File: config.mk
export PLATFORM = sky130hd
export DESIGN_NAME = instr_fetch
export DESIGN_NICKNAME = d
export VERILOG_FILES = /design/src/rtl/mips_pkg.sv /design/src/rtl/if_id_reg.sv /design/src/rtl/instr_fetch.sv
export SDC_FILE = /design/constraint.sdc
export NUM_CORES = 1
export LEC_CHECK = 0
export BUFFER_PORTS_ARGS = -buffer_cell sky130_fd_sc_hd__buf_4
export CAP_MARGIN = 0
export CORE_MARGIN = 2
export CORE_UTILIZATION = 25
export DETAILED_ROUTE_END_ITERATION = 16
export GPL_TIMING_DRIVEN = 1
export REMOVE_ABC_BUFFERS = 1
export SYNTH_ARGS = -nofsm -noshare
export SYNTH_HDL_FRONTEND = slang
export SYNTH_SLANG_ARGS = --single-unit
File: constraint.sdc
create_clock -name clk -period 3.7 [get_ports clk]
set_input_delay 0.74 -clock clk [delete_from_list [all_inputs] [get_ports clk]]
set_output_delay 0.74 -clock clk [all_outputs]
set_load 0.005 [all_outputs]
File: src/rtl/mips_pkg.sv
// Shared definitions for the MIPS front end: datapath widths, opcode field
// position, fetch FSM encoding and the default reset vector.
package mips_pkg;

  localparam int unsigned XLEN   = 32;
  localparam int unsigned OPC_HI = 31;
  localparam int unsigned OPC_LO = 26;
  localparam int unsigned OPC_W  = OPC_HI - OPC_LO + 1;

  localparam logic [XLEN-1:0] DEFAULT_RESET_PC = 32'h0000_0000;

  typedef enum logic [1:0] {
    ST_IDLE = 2'd0,
    ST_REQ  = 2'd1,
    ST_HOLD = 2'd2,
    ST_DROP = 2'd3
  } fetch_state_e;

  function automatic logic [XLEN-1:0] word_align(input logic [XLEN-1:0] addr);
    return {addr[XLEN-1:2], 2'b00};
  endfunction

endpackage

File: src/rtl/if_id_reg.sv
// IF/ID pipeline register: loads a fetched word and its pc+4, holds otherwise,
// and a flush only invalidates the entry (flush wins over load).
module if_id_reg
  import mips_pkg::*;
(
  input  logic            clk,
  input  logic            rst_n,
  input  logic            load_i,
  input  logic            flush_i,
  input  logic [XLEN-1:0] instr_i,
  input  logic [XLEN-1:0] pc4_i,
  output logic            valid_o,
  output logic [XLEN-1:0] instr_o,
  output logic [XLEN-1:0] pc4_o
);

  logic            valid_q;
  logic [XLEN-1:0] instr_q;
  logic [XLEN-1:0] pc4_q;

  // NOTE: sequential state uses non-blocking assignments so every register
  // samples pre-edge values regardless of statement order.
  always_ff @(posedge clk or negedge rst_n) begin
    if (!rst_n) begin
      valid_q <= 1'b0;
      instr_q <= '0;
      pc4_q   <= '0;
    end else if (flush_i) begin
      valid_q <= 1'b0;
    end else if (load_i) begin
      valid_q <= 1'b1;
      instr_q <= instr_i;
      pc4_q   <= pc4_i;
    end
  end

  assign valid_o = valid_q;
  assign instr_o = instr_q;
  assign pc4_o   = pc4_q;

endmodule

File: src/rtl/instr_fetch.sv
// Instruction fetch stage: issues word reads, buffers one word when decode
// stalls, and retires in-flight reads that a branch made stale.
module instr_fetch
  import mips_pkg::*;
#(
  parameter logic [XLEN-1:0] RESET_PC = DEFAULT_RESET_PC
) (
  input  logic             clk,
  input  logic             rst_n,
  output logic             imem_req,
  output logic [XLEN-1:0]  imem_addr,
  input  logic             imem_ack,
  input  logic [XLEN-1:0]  imem_rdata,
  input  logic             stall,
  input  logic             branch_taken,
  input  logic [XLEN-1:0]  branch_target,
  output logic             if_id_valid,
  output logic [XLEN-1:0]  if_id_instr,
  output logic [XLEN-1:0]  if_id_pc4,
  output logic [OPC_W-1:0] opcode
);

  fetch_state_e    state_q, state_d;
  logic [XLEN-1:0] pc_q, pc_d;
  logic [XLEN-1:0] drop_addr_q, drop_addr_d;
  logic [XLEN-1:0] skid_instr_q, skid_instr_d;
  logic [XLEN-1:0] skid_pc4_q, skid_pc4_d;

  logic            ifid_load;
  logic            ifid_flush;
  logic [XLEN-1:0] ifid_instr_in;
  logic [XLEN-1:0] ifid_pc4_in;
  logic [XLEN-1:0] pc_plus4;
  logic [XLEN-1:0] redirect_pc;

  assign pc_plus4    = pc_q + 32'd4;
  assign redirect_pc = word_align(branch_target);

  always_ff @(posedge clk or negedge rst_n) begin
    if (!rst_n) begin
      state_q      <= ST_IDLE;
      pc_q         <= RESET_PC;
      drop_addr_q  <= '0;
      skid_instr_q <= '0;
      skid_pc4_q   <= '0;
    end else begin
      state_q      <= state_d;
      pc_q         <= pc_d;
      drop_addr_q  <= drop_addr_d;
      skid_instr_q <= skid_instr_d;
      skid_pc4_q   <= skid_pc4_d;
    end
  end

  // NOTE: every signal gets a hold/idle default before the case so no path
  // leaves one unassigned and no latch is inferred.
  always_comb begin
    state_d       = state_q;
    pc_d          = pc_q;
    drop_addr_d   = drop_addr_q;
    skid_instr_d  = skid_instr_q;
    skid_pc4_d    = skid_pc4_q;
    ifid_load     = 1'b0;
    ifid_flush    = branch_taken;
    ifid_instr_in = imem_rdata;
    ifid_pc4_in   = pc_plus4;

    case (state_q)
      ST_IDLE: begin
        state_d = ST_REQ;
        if (branch_taken) pc_d = redirect_pc;
      end
      ST_REQ: begin
        if (branch_taken) begin
          pc_d = redirect_pc;
          // The memory still owes us this read; remember where it went.
          if (!imem_ack) begin
            drop_addr_d = pc_q;
            state_d     = ST_DROP;
          end
        end else if (imem_ack) begin
          pc_d = pc_plus4;
          if (stall && if_id_valid) begin
            skid_instr_d = imem_rdata;
            skid_pc4_d   = pc_plus4;
            state_d      = ST_HOLD;
          end else begin
            ifid_load = 1'b1;
          end
        end
      end
      ST_HOLD: begin
        if (branch_taken) begin
          pc_d         = redirect_pc;
          skid_instr_d = '0;
          skid_pc4_d   = '0;
          state_d      = ST_REQ;
        end else if (!stall) begin
          ifid_load     = 1'b1;
          ifid_instr_in = skid_instr_q;
          ifid_pc4_in   = skid_pc4_q;
          state_d       = ST_REQ;
        end
      end
      ST_DROP: begin
        if (branch_taken) pc_d = redirect_pc;
        if (imem_ack) state_d = ST_REQ;
      end
      default: state_d = ST_IDLE;
    endcase
  end

  always_comb begin
    imem_req  = 1'b0;
    imem_addr = '0;
    case (state_q)
      ST_REQ: begin
        imem_req  = 1'b1;
        imem_addr = pc_q;
      end
      ST_DROP: begin
        imem_req  = 1'b1;
        imem_addr = drop_addr_q;
      end
      default: begin
        imem_req  = 1'b0;
        imem_addr = '0;
      end
    endcase
  end

  if_id_reg u_if_id_reg (
    .clk     (clk),
    .rst_n   (rst_n),
    .load_i  (ifid_load),
    .flush_i (ifid_flush),
    .instr_i (ifid_instr_in),
    .pc4_i   (ifid_pc4_in),
    .valid_o (if_id_valid),
    .instr_o (if_id_instr),
    .pc4_o   (if_id_pc4)
  );

  assign opcode = if_id_valid ? if_id_instr[OPC_HI:OPC_LO] : '0;

endmodule

==> metrics.yaml, run 1 <==
cts:
  post_cts_buffers: 0
  clock_path_buffers: 2
  clock_latency_ns: 0.44
  cts_root_buffer: "clkbuf_16"
  postCtsResizedCells: 0
  htreeDepth: 4
  clock-sinks: 189
  numCtsBuffers: 17
  postCtsHoldBufs: 0
  clk_pin_slew_ns: 0.07
  tritoncts: "done"
critical_path:
  r2r-start: "state_q[1]$_DFFE_PN0P_"
  ff2ff_setup_slack_ns: 0.97
  slowest_delay_ns: 0.75
  r2r_end: "u_if_id_reg.pc4_o[30]$_DFFE_PN0P_"
  cp.arrival_ns: 2.35
  critPathMaxFanout: 23
  end_kind: "output pin"
  worstRegToRegCells: 8
  path_buf_inv: 3
  cp.required_ns: 2.96
  crit_type: "reg -> out"
  path_cells: "inv_1, ha_1, buf_12, a22o_1, buf_4"
  crit_slowest_cell: "ha_1"
  critical-path-top-delay-family: "adder cells"
  crit_path_start_kind: "flip-flop"
global_routing:
  grtUsageTotal_pct: 14.7
  grt_util_met3_pct: 3.28
  grt_max_degree: 65
  grt_use_met2_pct: 23.1
  gr-total-overflow: 0
  gr-usage-met1_pct: 20.4
  grt_busiest_layer: "met2"
  antenna_found_initial: 0
  grt_pass1_vias: 7306
  grt_first_pass_wirelength_um: 43500
timing:
  slew_headroom_pct: 40.1
  hold_slack_ns: 0.270
  fin_crit_ns: 3.09
  max_clock_freq_mhz: 324
  rsz0062_at_grt: "no"
  worst_pin_slew_ns: 0.899
  timing.setup.tns_ns: 0
  setup_violations: 0
  period_share_pct: 83.5
  hold_violations: 0
  skew_ns: 0.0106
  slew_violations: 0
drt:
  drt_iter0_drc: 496
  viasPerCell: 4.70
  route.detailed.drc: 0
  routed_wl_um: 27700
  ant_nets: 0
  first_pass_iters: 6
  wl_per_cell_um: 17.4
  vias: 7461
synthesis:
  syn_area_um2: 9330
  dominantRegCellSynth: "dfrtp_1"
  ys_async_sr_fraction_pct: 100
  seq_area_frac_synth_pct: 50.7
  yosysWarningCount: 0
  yosys.area.top_type_share_pct: 50.7
  synthTopCellsByArea: "dfrtp_1, nand2_1, o21ai_0, xnor2_1, mux2_2"
  synth.avg_cell_area_um2: 9.44
  synth_top_area_cell: "dfrtp_1"
  synthCells: 989
  synth_seq_cells: 189
  synth_edf_count: 0
  synth.distinct_cells: 55
finish:
  final_util_pct: 31.6
  nets: 1182
  final_cells: 1589
  fillers: 3842
  num_antenna_cells: 0
  final_area_um2: 11600
  mostFrequentLayoutCell: "nand2_1"
  final_cell_mix: "nand2_1, dfrtp_1, buf_4"
  area_growth_pct: 24.4
  drive_gt1_share_pct: 23.8
die:
  core-area_um2: 36700
  dieArea_um2: 38900
  start_util_pct: 25.4
  die_y_um: 197
  die_x_um: 197
  io_pins: 173
  rows: 70
power_and_ir_drop:
  ir_worst_vdd_uv: 358
  powerDensity_nw_per_um2: 709
  p_leak_nw: 5.17
place:
  placed_area_um2: 11000
  hpwl_um: 18900
  dp_cells: 1557
  io_buffers: 168
  routabilityCongestion: 0.787
min_path:
  hp-class: "in -> async"
flow_run:
  maxCapViolCount: 0
run_status:
  status: "complete, no violations"
-- flip-flops by register name (all words and copies together) (netlist names) --
register,cells
state_q,2
u_if_id_reg.instr_o,32
skid_pc4_q,31
drop_addr_q,30
pc_q,30
skid_instr_q,32
u_if_id_reg.valid_o,1
u_if_id_reg.pc4_o,31
-- final cells by class --
class	instances	area, µm²	share of cell area [%]
timing repair buffer	186	1450	12.5
clock buffer	19	443	3.82
multi-input combinational	706	4180	36.0
inverter	8	30.0	0.259
clock inverter	13	188	1.62
sequential	189	4730	40.8
tap	468	586	5.05
-- kinds of logic (layout without fill, tap and decap cells) --
| family | Yosys count | in the layout | share of synthesized area, % |
|---|---|---|---|
| other | 1 | 2 | 0.0402 |
| adder cells (fa/ha/maj) | 5 | 5 | 0.670 |
| XOR/XNOR | 46 | 46 | 4.32 |
| multiplexers | 32 | 32 | 3.81 |
| AND/OR/NAND/NOR | 385 | 385 | 19.9 |
| flip-flops | 189 | 189 | 50.7 |
| buffers and inverters | 95 | 226 | 4.80 |
| AO/OA/AOI/OAI | 236 | 236 | 15.7 |
-- where the power goes --
part           leakage (nW)  internal [mW]  total (mW)  switching (mW)
logic                  2.54           1.47        2.82            1.35
clock network         0.294           1.15        2.02           0.865
registers              2.34           2.86        3.39           0.532
total                  5.17           5.48        8.23            2.75
-- worst max-delay path by stage --
stage / startpoint / to / depth (start not counted)
2_1_floorplan: state_q[0]$_DFFE_PN0P_ / u_if_id_reg.pc4_o[30]$_DFFE_PN0P_ / 7
3_3_place_gp: state_q[1]$_DFFE_PN0P_ / u_if_id_reg.pc4_o[30]$_DFFE_PN0P_ / 8
3_5_place_dp: state_q[1]$_DFFE_PN0P_ / u_if_id_reg.pc4_o[30]$_DFFE_PN0P_ / 8
4_1_cts: state_q[1]$_DFFE_PN0P_ / imem_addr[8] / 5
5_1_grt: state_q[1]$_DFFE_PN0P_ / imem_addr[8] / 5
6_report: state_q[1]$_DFFE_PN0P_ / imem_addr[8] / 5
-- through the flow --
step / power, mW / setup WS (ns)
5_1_grt: 8.83 / 0.435
3_5_place_dp: 6.32 / 0.934
2_1_floorplan: 4.71 / -0.467
6_report: 8.23 / 0.611
4_1_cts: 8.36 / 0.545
3_3_place_gp: 6.23 / 1.01
-- cell usage after synthesis, drive strengths merged (9+ instances only) --
cell    instances
nand4           9
nand2b         35
nor2           58
a31oi          34
nand2         195
and2           13
mux2           28
a22o           32
clkbuf         51
xnor2          39
a21o           12
o21ai         117
nor3           24
nand3          18
a21oi          11
dfrtp         189
and3            9
buf            36
-- metal layers --
layer,routed length (µm),share of wire (%)
met1,12800,46
met2,12900,47
met3,1710,6.2
met4,284,1.0
met5,0,0
Note: power is estimated with default switching activity, not from simulation.
==> run 2, diff against run 1 <==
Clock period 3.7 ns to 3 ns, I/O delays scaled along.
==> metrics.yaml, run 2 (synthesis results as in run 1) <==
run_status:
  status: "complete, no violations"  # unchanged
flow_run:
  maxCapViolCount: 0  # unchanged
timing:
  slew_headroom_pct: 24.2  # was 40.1%
  worst_pin_slew_ns: 1.14  # was 0.899 ns
  hold_violations: 0  # unchanged
  fin_ws_ns: 0.273  # was 0.611 ns
  slew_violations: 0  # unchanged
  max_clock_freq_mhz: 367
  setup_violations: 0  # unchanged
  rsz0062_at_grt: "no"  # unchanged
  fin_crit_ns: 2.73
  period_share_pct: 90.9
  skew_ns: 0.0135  # was 0.0106 ns
cts:
  clk_pin_slew_ns: 0.08  # was 0.07 ns
  tritoncts: "done"  # unchanged
  numCtsBuffers: 17  # unchanged
  clock_path_buffers: 2  # unchanged
  clock-sinks: 189  # unchanged
  cts_root_buffer: "clkbuf_16"  # unchanged
  postCtsHoldBufs: 0  # unchanged
  clock_latency_ns: 0.44  # about the same
  htreeDepth: 4  # unchanged
die:
  io_pins: 173  # unchanged
  die_x_um: 197  # unchanged
  core-area_um2: 36700  # unchanged
  start_util_pct: 25.4  # unchanged
  dieArea_um2: 38900  # unchanged
  die_y_um: 197  # unchanged
  rows: 70  # unchanged
drt:
  ant_nets: 0  # unchanged
  first_pass_iters: 5  # was 6
  routed_wl_um: 27400  # was 27700 µm
  route.detailed.drc: 0  # unchanged
  wl_per_cell_um: 17.2  # was 17.4 µm
  drt_iter0_drc: 456  # was 496
  viasPerCell: 4.68  # was 4.70
  vias: 7463  # was 7461
power_and_ir_drop:
  ir_worst_vdd_uv: 397  # was 358 µV
  p_leak_nw: 5.19  # was 5.17 nW
  powerDensity_nw_per_um2: 856  # was 709 nW/µm²
global_routing:
  grtUsageTotal_pct: 14.3  # was 14.7%
  grt_first_pass_wirelength_um: 42600  # was 43500 µm
  gr-total-overflow: 0  # unchanged
  antenna_found_initial: 0  # unchanged
  grt_max_degree: 101  # was 65
  grt_pass1_vias: 7105  # was 7306
place:
  dp_slack_ns: 0.436  # was 0.934 ns
  hpwl_um: 18600  # was 18900 µm
  routabilityCongestion: 0.797  # was 0.787
  io_buffers: 168  # unchanged
critical_path:
  cp.arrival_ns: 2.13  # was 2.35 ns
  crit_path_start_kind: "flip-flop"  # unchanged
  cp.required_ns: 2.40  # was 2.96 ns
  critPathMaxFanout: 18  # was 23
  crit_type: "reg -> out"  # unchanged
  end_kind: "output pin"  # unchanged
finish:
  final_cell_mix: "nand2_1, dfrtp_1, buf_4"  # unchanged
  drive_gt1_share_pct: 24.4  # was 23.8%
  fillers: 3777  # was 3842
  nets: 1188  # was 1182
  mostFrequentLayoutCell: "nand2_1"  # unchanged
  final_util_pct: 31.6  # about the same
  num_antenna_cells: 0  # unchanged
  area_growth_pct: 24.4  # about the same
min_path:
  hp-class: "in -> async"  # unchanged
[run 2: changes by cell type in the layout (fill, tap and decap cells not counted)]
| cell | change |
|---|---|
| bufinv_16 | -4 |
| buf_4 | +5 |
| inv_6 | +1 |
| clkinv_4 | +2 |
| ha_1 | -1 |
| clkinv_8 | +2 |
| ha_2 | +1 |
| inv_8 | +4 |
| clkinv_2 | -1 |
| clkbuf_1 | -1 |
| clkinvlp_4 | -2 |
| buf_12 | +1 |
| clkbuf_8 | -1 |
[run 2: final cells by class]
cell class                      instances  area [µm²]  share of cell area (%)
Clock inverter                         15         151                    1.30
Multi-Input combinational cell        706        4180                    36.0
Sequential cell                       189        4730                    40.7
Inverter                                8        30.0                   0.259
Timing Repair Buffer                  192        1510                    13.0
Tap cell                              468         586                    5.04
Clock buffer                           17         425                    3.66
[run 2: worst max-delay path, stage by stage, from the launching register on]
cell and delay, ns:
dfrtp_1 0.44, inv_1 0.10, ha_2 0.41, buf_4 0.33, a22o_1 0.27, buf_4 0.14
[run 2: through the flow]
stage | instance area (µm²) | TNS [ns] | power [mW] | std cells | hold WS (ns)
after floorplan | 8920 | -94.59 | 5.80 | 903 | 0.304
after CTS | 11600 | 0 | 10.1 | 1595 | 0.235
after detailed placement | 11000 | 0 | 7.81 | 1563 | 0.454
after global placement | 11000 | 0 | 7.71 | 1563 | 0.448
final | 11600 | 0 | 9.94 | 1595 | 0.202
after global routing | 11600 | 0 | 10.7 | 1595 | 0.246
[run 2: per-layer routing]
layer  GRT usage (%)  share of wire (%)  vias to the layer above
met5               0                  0                        -
met4            3.43                1.1                        0
met3            2.61                4.7                       15
met2            22.2                 46                      220
met1            20.5                 48                     3585
li1                -                  -                     3643
[run 2: final timing paths]
kind                                                 start                             endpoint  slack, ns  depth (start not counted)
max in group asynchronous                            rst_n  u_if_id_reg.instr_o[27]$_DFFE_PN0P_       1.94                          2
worst max register to register      state_q[0]$_DFFE_PN0P_         skid_instr_q[23]$_DFFE_PN0P_       0.56                          6
worst min-delay path                                 rst_n         skid_instr_q[23]$_DFFE_PN0P_       0.20                          1
worst min register to register  skid_pc4_q[21]$_DFFE_PN0P_           skid_pc4_q[21]$_DFFE_PN0P_       0.48                          2
min in group clk                          branch_target[5]                  pc_q[5]$_DFFE_PN0P_       0.36                          3
worst max-delay path                state_q[1]$_DFFE_PN0P_                         imem_addr[8]       0.27                          5
[run 2: repair_timing]
action                     in CTS  in global routing
setup endpoints to repair       0                  7
setup buffers                   0                  0
gates resized for setup         0                  1
[run 2: where the power goes]
part | switching (mW) | total, mW | internal [mW]
clock | 1.14 | 2.26 | 1.11
combinational | 1.67 | 3.52 | 1.85
sequential | 0.644 | 4.17 | 3.53
==> run 3, diff against run 2 <==
--- a/constraint.sdc
+++ b/constraint.sdc
@@ -3,2 +3,2 @@
 set_output_delay 0.6 -clock clk [all_outputs]
-set_load 0.005 [all_outputs]
+set_load 0.1 [all_outputs]
==> metrics.yaml, run 3 (synthesis results as in run 1) <==
finish:
  regArea_um2: 4730  # unchanged
  final_cell_mix: "nand2_1, dfrtp_1, buf_4"  # unchanged
  mostFrequentLayoutCell: "nand2_1"  # unchanged
  nets: 1187  # was 1188
  num_antenna_cells: 0  # unchanged
  drive_gt1_share_pct: 24.1  # was 24.4%
  multi_input_area_um2: 4180  # about the same
  final_util_pct: 31.8  # was 31.6%
  area_growth_pct: 25.0  # was 24.4%
  fillers: 3845  # was 3777
cts:
  postCtsHoldBufs: 0  # unchanged
  clk_pin_slew_ns: 0.08  # about the same
  postCtsResizedCells: 0  # unchanged
  clock_latency_ns: 0.44  # about the same
  numCtsBuffers: 17  # unchanged
  clock-sinks: 189  # unchanged
  cts_root_buffer: "clkbuf_16"  # unchanged
  tritoncts: "done"  # unchanged
  post_cts_buffers: 0  # unchanged
  clock_path_buffers: 2  # unchanged
  htreeDepth: 4  # unchanged
drt:
  viasPerCell: 4.70  # was 4.68
  routed_wl_um: 27900  # was 27400 µm
  drt_iter0_drc: 466  # was 456
  vias: 7488  # was 7463
  wl_per_cell_um: 17.5  # was 17.2 µm
  ant_nets: 0  # unchanged
  route.detailed.drc: 0  # unchanged
  first_pass_iters: 5  # unchanged
place:
  hpwl_um: 18700  # was 18600 µm
  io_buffers: 168  # unchanged
  routabilityCongestion: 0.783  # was 0.797
timing:
  slew_headroom_pct: 25.8  # was 24.2%
  setup_violations: 0  # unchanged
  skew_ns: 0.0170  # was 0.0135 ns
  period_share_pct: 95.0  # was 90.9%
  max_clock_freq_mhz: 351  # was 367 MHz
  hold_violations: 0  # unchanged
  fin_crit_ns: 2.85  # was 2.73 ns
  worst_pin_slew_ns: 1.11  # was 1.14 ns
  slew_violations: 0  # unchanged
  rsz0062_at_grt: "no"  # unchanged
global_routing:
  grtUsageTotal_pct: 14.7  # was 14.3%
  grt_first_pass_wirelength_um: 43500  # was 42600 µm
  gr-total-overflow: 0  # unchanged
  grt_max_degree: 101  # unchanged
  antenna_found_initial: 0  # unchanged
  grt_pass1_vias: 7378  # was 7105
die:
  die_x_um: 197  # unchanged
  rows: 70  # unchanged
  start_util_pct: 25.4  # unchanged
  die_y_um: 197  # unchanged
  io_pins: 173  # unchanged
  core-area_um2: 36700  # unchanged
  dieArea_um2: 38900  # unchanged
critical_path:
  critPathMaxFanout: 26  # was 18
  end_kind: "output pin"  # unchanged
  crit_type: "reg -> out"  # unchanged
  r2r_end: "skid_instr_q[14]$_DFFE_PN0P_"  # was skid_instr_q[23]$_DFFE_PN0P_
  cp.required_ns: 2.40  # about the same
  crit_path_start_kind: "flip-flop"  # unchanged
  worstRegToRegCells: 6  # unchanged
  cp.arrival_ns: 2.25  # was 2.13 ns
  ff2ff_setup_slack_ns: 0.57  # was 0.56 ns
  r2r-start: "state_q[1]$_DFFE_PN0P_"  # was state_q[0]$_DFFE_PN0P_
run_status:
  status: "complete, no violations"  # unchanged
flow_run:
  maxCapViolCount: 0  # unchanged
min_path:
  hp-class: "in -> async"  # unchanged
-- run 3: worst max path at each step --
stage                                         to  cells after the start              startpoint  slack [ns]
2_1_floorplan  u_if_id_reg.pc4_o[30]$_DFFE_PN0P_                      7  state_q[0]$_DFFE_PN0P_       -1.17
3_3_place_gp         skid_instr_q[0]$_DFFE_PN0P_                      5            branch_taken        0.45
3_5_place_dp        skid_instr_q[20]$_DFFE_PN0P_                      5            branch_taken        0.41
4_1_cts                             imem_addr[8]                      5  state_q[1]$_DFFE_PN0P_        0.13
5_1_grt                             imem_addr[8]                      5  state_q[1]$_DFFE_PN0P_        0.04
6_report                            imem_addr[8]                      5  state_q[1]$_DFFE_PN0P_        0.15
-- run 3: worst max-delay path, cell delays in order, from the launching register on --
cell and delay (ns):
dfrtp_1 0.45, inv_1 0.10, ha_1 0.25, buf_4 0.37, a22o_1 0.31, buf_4 0.32
-- run 3: area by class of cell --
class                      instances  area share, %
inverter                           8          0.257
sequential                       189           40.5
multi-input combinational        706           35.8
clock inverter                    12           1.58
clock buffer                      19           3.80
tap                              468           5.02
timing repair buffer             191           13.0
-- run 3: metal layers --
| layer | wire length, µm | GRT usage, % | vias to the layer above |
|---|---|---|---|
| met5 | 0 | 0 | - |
| met4 | 283 | 3.54 | 0 |
| met3 | 1450 | 2.73 | 17 |
| met2 | 12900 | 23.5 | 204 |
| met1 | 13300 | 20.5 | 3632 |
| li1 | - | - | 3635 |
-- run 3: metrics by stage --
step	hold WS, ns	setup TNS [ns]	cells	setup WS, ns	instance area [µm²]
floorplan	0.304	-94.72	903	-1.17	8920
global placement	0.451	0	1562	0.448	11000
detailed placement	0.461	0	1562	0.409	11000
CTS	0.121	0	1593	0.131	11700
global route	0.129	0	1593	0.0373	11700
finish	0.114	0	1593	0.149	11700
Power of run 3 is not shown: default switching activity piles up to over one toggle a cycle in this logic, so the estimate is an artifact.
